==> src/rtl/pic_pkg.sv <==
// pic_pkg: shared OCW2 command codes, level type and helpers for the PIC priority resolver
package pic_pkg;
  typedef logic [2:0] level_t;
  localparam level_t SPURIOUS_LEVEL = 3'd7;
  localparam logic [2:0] OCW2_AUTO_ROT_OFF = 3'b000;
  localparam logic [2:0] OCW2_NS_EOI       = 3'b001;
  localparam logic [2:0] OCW2_NOP          = 3'b010;
  localparam logic [2:0] OCW2_SP_EOI       = 3'b011;
  localparam logic [2:0] OCW2_AUTO_ROT_ON  = 3'b100;
  localparam logic [2:0] OCW2_ROT_NS_EOI   = 3'b101;
  localparam logic [2:0] OCW2_SET_PRIO     = 3'b110;
  localparam logic [2:0] OCW2_ROT_SP_EOI   = 3'b111;
  // Rank 0 is the highest priority: the level just above the lowest-priority level lp.
  function automatic level_t prio_rank(level_t l, level_t lp);
    return l - lp - 3'd1;
  endfunction
endpackage

==> src/rtl/pic_prio_find.sv <==
// pic_prio_find: highest-priority set bit of an 8-bit vector under rotating priority (lp lowest)
module pic_prio_find
  import pic_pkg::*;
(
  input  logic [7:0] vec,
  input  level_t     lp,
  output logic       valid,
  output level_t     level
);
  assign valid = |vec;
  // Walk from lowest to highest priority so the highest-priority hit is written last.
  always_comb begin
    level = '0;
    for (int i = 7; i >= 0; i--)
      if (vec[3'(lp + 3'(i) + 3'd1)]) level = 3'(lp + 3'(i) + 3'd1);
  end
endmodule

==> src/rtl/pic_priority_resolver.sv <==
// pic_priority_resolver: 8259-style IRR/ISR priority resolver; rotation enabled by macro PIC_ROTATE_EN
module pic_priority_resolver
  import pic_pkg::*;
#(
  parameter level_t RESET_LP = 3'd7
) (
  input  logic       clk,
  input  logic       rst,
  input  logic [7:0] ir,
  input  logic [7:0] mask,
  input  logic       aeoi,
  input  logic       ocw2_valid,
  input  logic [2:0] ocw2_cmd,
  input  logic [2:0] ocw2_level,
  input  logic       inta_ack1,
  input  logic       inta_ack2,
  output logic       intreq,
  output level_t     vector_level,
  output logic [7:0] irr,
  output logic [7:0] isr
);
  logic [7:0] ir_q;
  logic [7:0] grant_bit;
  logic [7:0] isr_clr;
  level_t     lp;
  level_t     cand;
  level_t     isr_top;
  level_t     eoi_level;
  logic       cand_valid;
  logic       isr_valid;
  logic       grant;
  logic       ns_eoi;
  logic       sp_eoi;
  logic       eoi;
  pic_prio_find u_cand_find (.vec(irr & ~mask), .lp(lp), .valid(cand_valid), .level(cand));
  pic_prio_find u_isr_find  (.vec(isr),         .lp(lp), .valid(isr_valid),  .level(isr_top));
  assign grant     = inta_ack1 && cand_valid;
  assign grant_bit = grant ? 8'b1 << cand : 8'h00;
  assign ns_eoi    = ocw2_cmd == OCW2_NS_EOI || ocw2_cmd == OCW2_ROT_NS_EOI;
  assign sp_eoi    = ocw2_cmd == OCW2_SP_EOI || ocw2_cmd == OCW2_ROT_SP_EOI;
  assign eoi       = ocw2_valid && (ns_eoi || sp_eoi) && isr_valid;
  assign eoi_level = sp_eoi ? ocw2_level : isr_top;
  assign isr_clr   = (eoi ? 8'b1 << eoi_level : 8'h00) | (inta_ack2 && aeoi ? 8'b1 << vector_level : 8'h00);
  // Request/service registers; new edges and new grants override same-cycle clears.
  always_ff @(posedge clk)
    if (rst) begin
      ir_q         <= 8'hFF;
      irr          <= 8'h00;
      isr          <= 8'h00;
      intreq       <= 1'b0;
      vector_level <= '0;
    end else begin
      ir_q   <= ir;
      irr    <= (irr & ~grant_bit) | (ir & ~ir_q);
      isr    <= (isr & ~isr_clr) | grant_bit;
      intreq <= !grant && cand_valid && (!isr_valid || prio_rank(cand, lp) < prio_rank(isr_top, lp));
      if (inta_ack1) vector_level <= grant ? cand : SPURIOUS_LEVEL;
    end
`ifdef PIC_ROTATE_EN
  logic auto_rot;
  // Lowest-priority level moves on rotating EOIs, explicit set-priority, or automatic rotation at AEOI.
  always_ff @(posedge clk)
    if (rst) begin
      lp       <= RESET_LP;
      auto_rot <= 1'b0;
    end else begin
      if (eoi && ocw2_cmd[2]) lp <= eoi_level;
      else if (ocw2_valid && ocw2_cmd == OCW2_SET_PRIO) lp <= ocw2_level;
      else if (inta_ack2 && aeoi && auto_rot) lp <= vector_level;
      if (ocw2_valid && ocw2_cmd == OCW2_AUTO_ROT_ON) auto_rot <= 1'b1;
      else if (ocw2_valid && ocw2_cmd == OCW2_AUTO_ROT_OFF) auto_rot <= 1'b0;
    end
`else
  assign lp = RESET_LP;
`endif
endmodule
==> config.mk <==
export PLATFORM = sky130hd
export DESIGN_NAME = pic_priority_resolver
export DESIGN_NICKNAME = d
export VERILOG_FILES = /design/src/rtl/pic_pkg.sv /design/src/rtl/pic_prio_find.sv /design/src/rtl/pic_priority_resolver.sv
export SDC_FILE = /design/constraint.sdc
export NUM_CORES = 1
export LEC_CHECK = 0
export ABC_CLOCK_PERIOD_IN_PS = 1700
export CORE_UTILIZATION = 33
export CTS_CLUSTER_SIZE = 20
export DETAILED_ROUTE_END_ITERATION = 10
export PLACE_DENSITY_LB_ADDON = 0.25
export SETUP_SLACK_MARGIN = 0.3
export SYNTH_ARGS = -nofsm -noshare
export SYNTH_HDL_FRONTEND = slang
export SYNTH_SLANG_ARGS = --single-unit
==> constraint.sdc <==
create_clock -name clk -period 1.7 [get_ports clk]
set_input_delay 0.34 -clock clk [delete_from_list [all_inputs] [get_ports clk]]
set_output_delay 0.34 -clock clk [all_outputs]
set_load 0.05 [all_outputs]
==> flow_summary.ini, run 1 <==
[layout]
final_common_cell = buf_4
n_antenna_cell = 0
drive_above_1_share_pct = 57.3
mostFrequentLayoutCells = 48 x buf_4, 20 x buf_6, 16 x clkdlybuf4s50_1, 16 x dfxtp_4, 12 x dfxtp_1
final_cells = 333
nets = 312
syn2layout_area_growth_pct = 94.8

[clock_network]
cts-buffers-inserted = 3
hold_buffers = 0
numClockSinks = 28
htreeDepth = 1
cts_root_buf = clkbuf_8
worstSkewPairLatency_ns = 0.28
cts_tree = yes
clkTransAtPathRegs_ns = 0.09
cts_buffer_depth = 2

[die]
dieArea_um2 = 4850
num_rows = 24
fp.coreArea_um2 = 4380
ios = 48
chipHeight_um = 69.7
die_w_um = 69.7
initial_core_util_pct = 34.4

[global_route]
overflow = 0
grt_pass1_vias = 1757
grt_max_degree = 27
grtUsageTotal_pct = 21.1
antenna_found_initial = 0
grt_pass1_wl_um = 8340

[routing]
routed_via_density = 5.28
wl_met1_um = 2130
first_pass_iters = 4
wl_per_cell_um = 15.6
wirelength_um = 5190
dr_total_vias = 1757
antenna_left = 0
met3WireLength_um = 249
route.met2.wl_um = 2700
highest_layer = met4
drc = 0
first_iter_violations = 81

[setup_path]
cp-start-kind = flip-flop
setup.worst_path.end_class = flip-flop
path_max_fanout = 3
crit_chain = nand2b_4 > nand2_4 > or3_4 > and2_4 > ha_4 > o21a_1 > o21ai_1 > a31oi_1 > nor4_1
critPathMaxStageDelay_ns = 0.40
path_delay_family = simple AND/OR/NAND/NOR gates
slowest_stage = or3_4
crit_required_ns = 1.88
path_buf_inv = 0
critical_path_class = reg2reg
arrival_ns = 2.09

[sta]
maxSlewHeadroom_pct = 74.2
hold_viol = 0
fmaxAchievable_mhz = 522
whs_ns = 0.490
period_share_pct = 113
fin_ws_ns = -0.217
min_period_ns = 1.92
setup_violations = 5
grt_setup_unrepaired = true
skew_ns = 0.00338
drv_slew = 0
finalSetupTns_ns = -0.376
worstMarginPinSlew_ns = 0.385

[logic_synthesis]
ys.flop_type = dfxtp_1
synthArstFlopShare_pct = 0
syn-cell-area_um2 = 1510
ys_ff_latch = 28
synth_cell_types = 46
synth_edf_count = 0
yosysWarnings = 0
syn_avg_cell_area_um2 = 8.21
netlist_instances = 184
yosys.area.top_type_share_pct = 37.1
ys_seq_area_share_pct = 37.1
synth_nets = 214
synthTopCellsByArea = dfxtp_1 37%, nand2b_1 7.5%, a21oi_1 5.3%
yosysTopAreaCell = dfxtp_1

[run]
cap_violations = 0

[status]
violations = setup timing
status = finished, violations left

[placement]
dp_hpwl_um = 3320
dp_cells = 302
place_congestion = 0.879
portBuffers = 46

[power]
power_leakage_nw = 1.21
ir_drop_v = 0.000401
p_per_area_nw_per_um2 = 612

[hold_path]
hold_class = reg2reg
[area by class of cell]
cell class | count | area [µm²]
fill | 350 | 1440
multi-input combinational | 147 | 1260
timing repair buffer | 98 | 918
sequential | 28 | 621
tap | 52 | 65.1
clock buffer | 4 | 55.1
inverter | 4 | 17.5
[state kept, by name, summed over array words and instances, names as in the netlist]
name	flops
intreq	1
vector_level	3
irr	8
ir_q	8
isr	8
[synth_stat cells, types with 2 or more instances]
cell	n
nor2_1	14
inv_1	4
nand3_1	3
dfxtp_1	28
nand2_1	15
ha_1	2
o31a_1	3
o21ai_0	14
o311a_1	3
a31oi_1	3
or2_2	8
o41ai_1	2
nand2b_1	18
clkbuf_1	4
and3_1	4
nor2b_1	5
o21a_1	3
or3_1	2
nor3_1	4
a311oi_1	2
a21oi_1	16
o21ai_1	3
[report_power, final]
group	switching, W	leakage [nW]	internal, W	total (W)
clock	0.000208	0.0288	0.000208	0.000415
combinational	0.000321	0.942	0.000349	0.000670
sequential	0.0000385	0.242	0.000675	0.000713
[stage by stage]
stage | utilization [%] | total power, W | worst slack (ns) | area [µm²]
CTS | 64.4 | 0.00176 | -0.216 | 2820
floorplan | - | 0.000998 | -0.0787 | 1660
global route | 67.1 | 0.00188 | -0.343 | 2940
global placement | 53.4 | 0.00123 | -0.530 | 2340
detailed placement | 53.4 | 0.00123 | -0.567 | 2340
finish | 67.1 | 0.00180 | -0.217 | 2940
[final timing paths]
check | endpoint | depth (start not counted) | slack [ns] | startpoint
setup reg to reg | intreq$_SDFF_PP0_ | 9 | -0.22 | irr[5]$_SDFF_PP0_
setup / recovery | intreq$_SDFF_PP0_ | 9 | -0.22 | irr[5]$_SDFF_PP0_
hold / removal | irr[3]$_SDFF_PP0_ | 2 | 0.49 | ir_q[3]$_SDFF_PP1_
hold reg to reg | irr[3]$_SDFF_PP0_ | 2 | 0.49 | ir_q[3]$_SDFF_PP1_
[worst reg2reg max path, delay by kind of cell, from the launching register on]
family                   cells  cell delay (ns)
AND/OR/NAND/NOR              5             0.96
adder cells (fa/ha/maj)      1             0.21
flip-flops                   1             0.36
AO/OA/AOI/OAI                3             0.28
[timing repair]
item,CTS,global route
buffers inserted,24,3
setup endpoints to repair,17,17
pin swaps,33,14
resized for setup,63,20
[kinds of logic (layout without fill, tap and decap cells)]
group,count (synthesis),count (layout),synth area share [%]
compound gates,61,61,26.8
simple gates,84,84,32.0
flops,28,28,37.1
buf+inv,9,106,2.49
fa+ha+maj,2,2,1.66
[layer usage]
metal	vias to the layer above	GRT usage, %
met1	815	27.9
li1	869	-
met4	0	6.89
met5	-	0
met3	13	2.62
met2	60	35.7
(Power assumes the default switching activity.)
==> run 2: changes to the inputs <==
==> constraint.sdc (replaced) <==
create_clock -name clk -period 1.7 [get_ports clk]
set_input_delay 0.255 -clock clk [delete_from_list [all_inputs] [get_ports clk]]
set_output_delay 0.255 -clock clk [all_outputs]
set_load 0.05 [all_outputs]
==> flow_summary.ini, run 2 (synthesis results as in run 1) <==
[status]
status = finished, violations left
violations = setup timing

[placement]
dpl-instance-area_um2 = 2330
place_ws_ns = -0.504
dp_hpwl_um = 3360
portBuffers = 46
place_congestion = 0.863
dp_cells = 306

[sta]
min_period_ns = 1.81
fin_ws_ns = -0.109
setup_violations = 4
drv_slew = 0
whs_ns = 0.479
period_share_pct = 106
grt_setup_unrepaired = true
fmaxAchievable_mhz = 553
worstMarginPinSlew_ns = 0.352
skew_ns = 0.00161
maxSlewHeadroom_pct = 76.4
hold_viol = 0

[setup_path]
cp-start-kind = flip-flop
path_delay_family = compound AO/OA/AOI/OAI gates
timing.rr.end = intreq$_SDFF_PP0_
crit_required_ns = 1.88
path_buf_inv = 1
r2r-start = irr[4]$_SDFF_PP0_
critPathMaxStageDelay_ns = 0.36
cpMostUsedCell = a31oi_1
slowest_stage = dfxtp_4
r2r_cells = 9
path_max_fanout = 2
crit_chain = nand2b_4 > buf_6 > o211ai_1 > a31oi_1 > ha_1 > o21a_1 > o21ai_1 > a31oi_1 > nor4_1
critical_path_class = reg2reg
rrSetupSlack_ns = -0.11
arrival_ns = 1.99
setup.worst_path.end_class = flip-flop

[global_route]
grt_pass1_vias = 1695
grtUsageTotal_pct = 19.2
antenna_found_initial = 0
grt_pass1_wl_um = 7690
grt_max_degree = 25
overflow = 0

[clock_network]
cts_tree = yes
cts_buffer_depth = 2
cts-buffers-inserted = 3
clkTransAtPathRegs_ns = 0.09
htreeDepth = 1
numClockSinks = 28
cts_root_buf = clkbuf_8
worstSkewPairLatency_ns = 0.27

[routing]
dr_total_vias = 1719
routed_via_density = 5.27
first_iter_violations = 77
wirelength_um = 4880
antenna_left = 0
drc = 0
wl_per_cell_um = 15.0
first_pass_iters = 4

[die]
die_w_um = 69.7
fp.coreArea_um2 = 4380
dieArea_um2 = 4850
num_rows = 24
ios = 48
chipHeight_um = 69.7
initial_core_util_pct = 34.4

[layout]
final_common_cell = buf_4
final_cells = 326
top_regs = ir_q: 8 flops, irr: 8 flops, isr: 8 flops
nets = 305
final_area_um2 = 2730
mostFrequentLayoutCells = 53 x buf_4, 19 x clkdlybuf4s50_1, 16 x dfxtp_4, 13 x a21oi_1
syn2layout_area_growth_pct = 80.4
fillers = 374
drive_above_1_share_pct = 51.8
n_antenna_cell = 0

[power]
p_total_w = 0.00173
pwr-share-clk_pct = 23.4
netSwitchingFraction_pct = 31.1
ir_drop_v = 0.000448
p_seq_share_pct = 41.0
power.internal_w = 0.00119
power_leakage_nw = 1.14
switchingPower_w = 0.000539
p_comb_share_pct = 35.7
p_per_area_nw_per_um2 = 636

[hold_path]
hold_path_startpoint = ir_q[6]$_SDFF_PP1_
hold_class = reg2reg
min_to = irr[6]$_SDFF_PP0_
whs_path_depth = 2

[run]
cap_violations = 0
## run 2: cell count changes in the layout (fill, tap and decap cells not counted), sizes merged
cell,before,now
clkdlybuf4s15,1,0
buf,72,65
clkdlybuf4s50,16,19
dlygate4sd2,8,6
## run 2: worst max path at each step
stage | depth (start not counted) | from | endpoint
after floorplan | 8 | irr[6]$_SDFF_PP0_ | intreq$_SDFF_PP0_
after global placement | 10 | mask[5] | intreq$_SDFF_PP0_
after detailed placement | 10 | mask[5] | intreq$_SDFF_PP0_
after CTS | 9 | irr[4]$_SDFF_PP0_ | intreq$_SDFF_PP0_
after global routing | 8 | irr[6]$_SDFF_PP0_ | intreq$_SDFF_PP0_
final | 9 | irr[4]$_SDFF_PP0_ | intreq$_SDFF_PP0_
## run 2: stage by stage
stage | TNS [ns] | utilization (%)
3_3_place_gp | -3.28 | 53.3
4_1_cts | -0.157 | 60.1
2_1_floorplan | -0.0787 | -
3_5_place_dp | -3.43 | 53.3
5_1_grt | -0.467 | 62.2
6_report | -0.170 | 62.2
## run 2: per-layer routing
| metal | vias to the layer above | wire [µm] | GRT usage, % |
|---|---|---|---|
| met2 | 47 | 2470 | 34.4 |
| li1 | 846 | - | - |
| met5 | - | 0 | 0 |
| met3 | 6 | 182 | 2.47 |
| met4 | 0 | 42 | 2.67 |
| met1 | 820 | 2180 | 25.0 |
## run 2: final cells by class
cell class	count	area [µm²]	area share (%)
Inverter	4	15.0	0.551
Sequential cell	28	621	22.8
Timing Repair Buffer	91	782	28.7
Clock buffer	4	55.1	2.02
Tap cell	52	65.1	2.39
Multi-Input combinational cell	147	1190	43.6
## run 2: repair_timing
| action | 4_1_cts | 5_1_grt |
|---|---|---|
| resized for setup | 37 | 16 |
| endpoints found under the setup margin | 16 | 17 |
| hold buffers | 0 | 0 |
| pin swaps | 27 | 17 |
| cloned | 1 | 0 |
| buffers inserted | 12 | 3 |
## run 2: power groups by stage
stage	combinational, W	sequential (W)	clock (W)
floorplan	0.000199	0.000798	0
global placement	0.000497	0.000723	0
detailed placement	0.000501	0.000723	0
CTS	0.000583	0.000709	0.000419
global route	0.000658	0.000714	0.000442
finish	0.000618	0.000710	0.000405
## run 2: worst min-delay path, stage by stage (launching register included)
cell,delay (ns)
dfxtp_1,0.31
nand2b_1,0.09
a21oi_1,0.05
